### config.mk
export PLATFORM = sky130hd
export DESIGN_NAME = serial_add_seq
export DESIGN_NICKNAME = d
export VERILOG_FILES = /design/src/rtl/serial_add_pkg.sv /design/src/rtl/serial_add_seq_fa.sv /design/src/rtl/serial_add_seq.sv
export SDC_FILE = /design/constraint.sdc
export NUM_CORES = 1
export LEC_CHECK = 0
export ABC_AREA = 1
export CAP_MARGIN = 25
export CORE_MARGIN = 3
export CORE_UTILIZATION = 49
export CTS_BUF_LIST = sky130_fd_sc_hd__clkbuf_16
export DETAILED_ROUTE_END_ITERATION = 7
export PLACE_DENSITY = 0.78
export SLEW_MARGIN = 30
export SYNTH_ARGS = -nofsm -noshare
export SYNTH_HDL_FRONTEND = slang
export SYNTH_SLANG_ARGS = --single-unit
### constraint.sdc
create_clock -name clk -period 1.5 [get_ports clk]
set_input_delay 0.225 -clock clk [delete_from_list [all_inputs] [get_ports clk]]
set_output_delay 0.225 -clock clk [all_outputs]
set_load 0.03 [all_outputs]
### src/rtl/serial_add_pkg.sv
// Shared types and limits for the bit-serial adder sequencer.
package serial_add_pkg;

  typedef enum logic [1:0] {ST_IDLE, ST_RUN, ST_DONE} sa_state_t;

  localparam int SA_MAX_WIDTH = 32;

endpackage

### src/rtl/serial_add_seq_fa.sv
// 1-bit full-adder cell driven one operand bit per cycle by serial_add_seq.
module fa (
  input  logic a,
  input  logic b,
  input  logic cin,
  output logic sum,
  output logic cout
);

  assign sum  = a ^ b ^ cin;
  assign cout = (a & b) | (cin & (a ^ b));

endmodule

### src/rtl/serial_add_seq.sv
// Bit-serial WIDTH-bit adder: one fa cell, LSB first, valid/ready request and result.
// Optional signed-overflow output enabled by defining SERIAL_ADD_OVF_EN.
module serial_add_seq
  import serial_add_pkg::*;
#(
  parameter  int WIDTH = 8,
  localparam int CNT_W = $clog2(WIDTH + 1)
) (
  input  logic             clk,
  input  logic             rst_n,
  input  logic             req_valid,
  output logic             req_ready,
  input  logic [WIDTH-1:0] a,
  input  logic [WIDTH-1:0] b,
  input  logic             cin,
  output logic             res_valid,
  input  logic             res_ready,
  output logic [WIDTH-1:0] sum,
  output logic             cout,
  output logic             busy
`ifdef SERIAL_ADD_OVF_EN
  ,
  output logic             ovf
`endif
);

  sa_state_t        state_q, state_d;
  logic [WIDTH-1:0] a_sh_q, a_sh_d;
  logic [WIDTH-1:0] b_sh_q, b_sh_d;
  logic [WIDTH-1:0] sum_q, sum_d;
  logic             carry_q, carry_d;
  logic             cout_q, cout_d;
  logic [CNT_W-1:0] cnt_q, cnt_d;
`ifdef SERIAL_ADD_OVF_EN
  logic             ovf_q, ovf_d;
`endif

  logic fa_sum;
  logic fa_cout;
  logic last_bit;
  logic accept;
  logic take;

  fa u_fa (
    .a    (a_sh_q[0]),
    .b    (b_sh_q[0]),
    .cin  (carry_q),
    .sum  (fa_sum),
    .cout (fa_cout)
  );

  assign last_bit = (cnt_q == CNT_W'(WIDTH - 1));
  assign accept   = (state_q == ST_IDLE) && req_valid;
  assign take     = (state_q == ST_DONE) && res_ready;

  // Masked during the reset cycle so nothing upstream sees a handshake that reset will discard.
  assign req_ready = rst_n && (state_q == ST_IDLE);
  assign res_valid = (state_q == ST_DONE);
  assign busy      = (state_q == ST_RUN);
  assign sum       = sum_q;
  assign cout      = cout_q;
`ifdef SERIAL_ADD_OVF_EN
  assign ovf       = ovf_q;
`endif

  always_comb begin
    // NOTE: every _d gets its hold value first so no path through the case can infer a latch.
    state_d = state_q;
    a_sh_d  = a_sh_q;
    b_sh_d  = b_sh_q;
    sum_d   = sum_q;
    carry_d = carry_q;
    cout_d  = cout_q;
    cnt_d   = cnt_q;
`ifdef SERIAL_ADD_OVF_EN
    ovf_d   = ovf_q;
`endif

    case (state_q)
      ST_IDLE: begin
        if (accept) begin
          a_sh_d  = a;
          b_sh_d  = b;
          carry_d = cin;
          cnt_d   = '0;
          state_d = ST_RUN;
        end
      end

      ST_RUN: begin
        // Each result bit enters at the MSB, so after WIDTH shifts bit 0 sits at the LSB.
        sum_d             = sum_q >> 1;
        sum_d[WIDTH-1]    = fa_sum;
        a_sh_d            = a_sh_q >> 1;
        b_sh_d            = b_sh_q >> 1;
        carry_d           = fa_cout;
        if (last_bit) begin
          cout_d  = fa_cout;
          cnt_d   = '0;
          state_d = ST_DONE;
`ifdef SERIAL_ADD_OVF_EN
          // carry_q here is the carry into the MSB position.
          ovf_d   = carry_q ^ fa_cout;
`endif
        end else begin
          cnt_d = cnt_q + CNT_W'(1);
        end
      end

      ST_DONE: begin
        if (take) begin
          state_d = ST_IDLE;
        end
      end

      default: begin
        state_d = ST_IDLE;
      end
    endcase
  end

  always_ff @(posedge clk) begin
    if (!rst_n) begin
      state_q <= ST_IDLE;
      a_sh_q  <= '0;
      b_sh_q  <= '0;
      sum_q   <= '0;
      carry_q <= 1'b0;
      cout_q  <= 1'b0;
      cnt_q   <= '0;
`ifdef SERIAL_ADD_OVF_EN
      ovf_q   <= 1'b0;
`endif
    end else begin
      // NOTE: non-blocking so every flop samples the pre-edge values of its neighbours.
      state_q <= state_d;
      a_sh_q  <= a_sh_d;
      b_sh_q  <= b_sh_d;
      sum_q   <= sum_d;
      carry_q <= carry_d;
      cout_q  <= cout_d;
      cnt_q   <= cnt_d;
`ifdef SERIAL_ADD_OVF_EN
      ovf_q   <= ovf_d;
`endif
    end
  end

endmodule

==> results.cfg <==
[synthesis]
synth_area_leaders = dfxtp_1 42%, nand2_1 18%, nor2_1 7.0%
synth.most_common_cell = nand2_1
synth_top_area_share = 0.425
synth-seq-cells = 32
yosys_warnings = 0
synth_fp_nets = 232
synthMuxAreaShare = 0
ys_async_sr_fraction = 0
syn_inst = 209
synth_compound_area_frac = 0.104
synth_common_cells = 72 x nand2_1, 32 x dfxtp_1, 28 x nor2_1
ys_seq_area_frac = 0.425
synth_top_family_by_area = simple AND/OR/NAND/NOR gates
avgSynthCellArea_um2 = 7.22
synthAdderAreaFrac = 0.0216
synth-simple-area-share = 0.346
synth-edff-count = 0
synth.distinct_cells = 25
synthesis.area_mm2 = 0.00151
yosys.area.top_type = dfxtp_1
synth_xor_area_frac = 0
synthFlopType = dfxtp_1

[grt]
grt_overflow_total = 0
grt_max_degree = 28
antenna_found_initial = 0
grt_pass1_wl_um = 5290
grt_usage = 0.193
grt_pass1_vias = 1199

[pwr]
ir_drop_mv = 0.882
power_density_mw_per_mm2 = 1250
leakagePower_nw = 0.903

[setup_path]
critPathCaptureType = output port
startpoint_type = flop
cp.required_ns = 1.27
path_class = reg2out
critical_path.max_fanout = 27
arrival_ns = 1.19

[route]
drt-pass1-iter-count = 4
antenna_left = 0
drtIter0Drc = 54
via_count = 1345
wl_um = 3220
drc = 0
wire_per_inst_um = 11.6
vias_per_cell = 4.86

[finish]
finalNetCount = 268
area_growth_pct = 30.4
fin_area_mm2 = 0.00197
post-route-util = 0.690
antenna_cells = 0
layout-drive-gt1-share = 0.102

[clocking]
cts_buffers = 5
post_cts_buffers = 0
insertion_delay_ns = 0.27
cts_buffer_depth = 2
h-tree-depth = 2
cts_tree = yes
cts_sinks = 32
path_clk_slew_ns = 0.05
clock_tree.root_cell = clkbuf_16

[floorplanning]
dieHeight_um = 61.5
pin_count = 33
rows = 19
dieArea_mm2 = 0.00378
initial_utilization = 0.529
core_mm2 = 0.00285
die_width_um = 61.5

[timing]
period_minus_slack_ns = 1.42
drv_slew = 0
fmax_mhz = 705
finalCritPeriodShare = 0.946
final-setup-viol-count = 0
layout_setup_ws_ns = 0.0815
tightest_slew_ns = 0.307
tns_ns = 0
timing.hold.ws_ns = 0.464
finalHoldViolCount = 0
rsz0062_at_grt = no
finClkSkew_ns = 0.00313
maxSlewHeadroom = 0.796

[run_status]
status = complete, no violations

[placement]
place_hpwl_um = 2080
place_congestion = 0.777
portBuffers = 32
place_ws_ns = 0.0934
placedInstanceArea_mm2 = 0.00181

[min_path]
min-delay-path-class = reg2reg

[flow_run]
max_cap_viol_count = 0
==> worst paths after layout <==
kind / start / end / slack (ns) / cells past startpoint
min reg2reg: cout$_SDFFE_PN0P_ / cout$_SDFFE_PN0P_ / 0.46 / 2
max: state_q[1]$_SDFFE_PN0P_ / busy / 0.08 / 4
min: cout$_SDFFE_PN0P_ / cout$_SDFFE_PN0P_ / 0.46 / 2
max reg2reg: cnt_q[0]$_SDFFE_PN0P_ / state_q[0]$_SDFFE_PN0P_ / 0.26 / 5
==> registers in the layout (all words and copies together), names as in the netlist <==
name and cells:
cnt_q 4, cout 1, state_q 2, sum 8, b_sh_q 8, a_sh_q 8
carry_q 1
==> cell type report <==
cell class	instances	area [um2]
Clock inverter	3	38.8
Fill cell	250	885
Clock buffer	5	125
Tap cell	31	38.8
Sequential cell	32	641
Inverter	12	50.0
Timing Repair Buffer	40	363
Multi-Input combinational cell	154	712
==> critical path, cell delays in order, from the launching register on <==
cell and delay, ns:
dfxtp_1 0.30, inv_2 0.09, nand2_2 0.12, inv_6 0.20, buf_4 0.20
==> what timing repair did <==
action	in CTS	in global routing
cloned	0	0
endpoints found under the hold margin	0	0
hold buffers	0	0
endpoints found under the setup margin	10	1
resized for setup	10	1
==> layout by cell type (no fill, tap or decap), types with 2 or more instances in the layout <==
cell | synthesis | layout
dlygate4sd2_1 | 0 | 10
nand3_1 | 18 | 18
nor2_1 | 28 | 28
a21oi_2 | 2 | 2
inv_1 | 10 | 11
nand2_1 | 72 | 72
a21oi_1 | 17 | 17
clkdlybuf4s50_1 | 0 | 20
buf_4 | 3 | 10
dfxtp_1 | 32 | 32
clkbuf_16 | 0 | 5
o21ai_0 | 8 | 8
==> kinds of logic (layout without fill, tap and decap cells) <==
family	after synthesis	count (layout)
compound gates	29	29
buf+inv	23	60
fa+ha+maj	2	2
flops	32	32
simple gates	123	123
==> per-stage QoR <==
step	instances	power [W]
after floorplan	209	0.00125
after global placement	269	0.00137
after detailed placement	269	0.00138
after CTS	277	0.00248
after global routing	277	0.00257
final	277	0.00246
==> report_power, final <==
group | internal, W | leakage [nW] | switching, W
logic | 0.000167 | 0.555 | 0.000233
clock network | 0.000772 | 0.0850 | 0.000342
registers | 0.000912 | 0.263 | 0.0000381
==> layer usage <==
metal / wire (um) / GRT usage / up-vias
li1: - / - / 734
met5: 0 / 0 / -
met3: 123 / 0.0692 / 5
met4: 49 / 0.0636 / 0
met1: 1540 / 0.245 / 580
met2: 1510 / 0.303 / 26
Power figures use the tool's default switching activity.
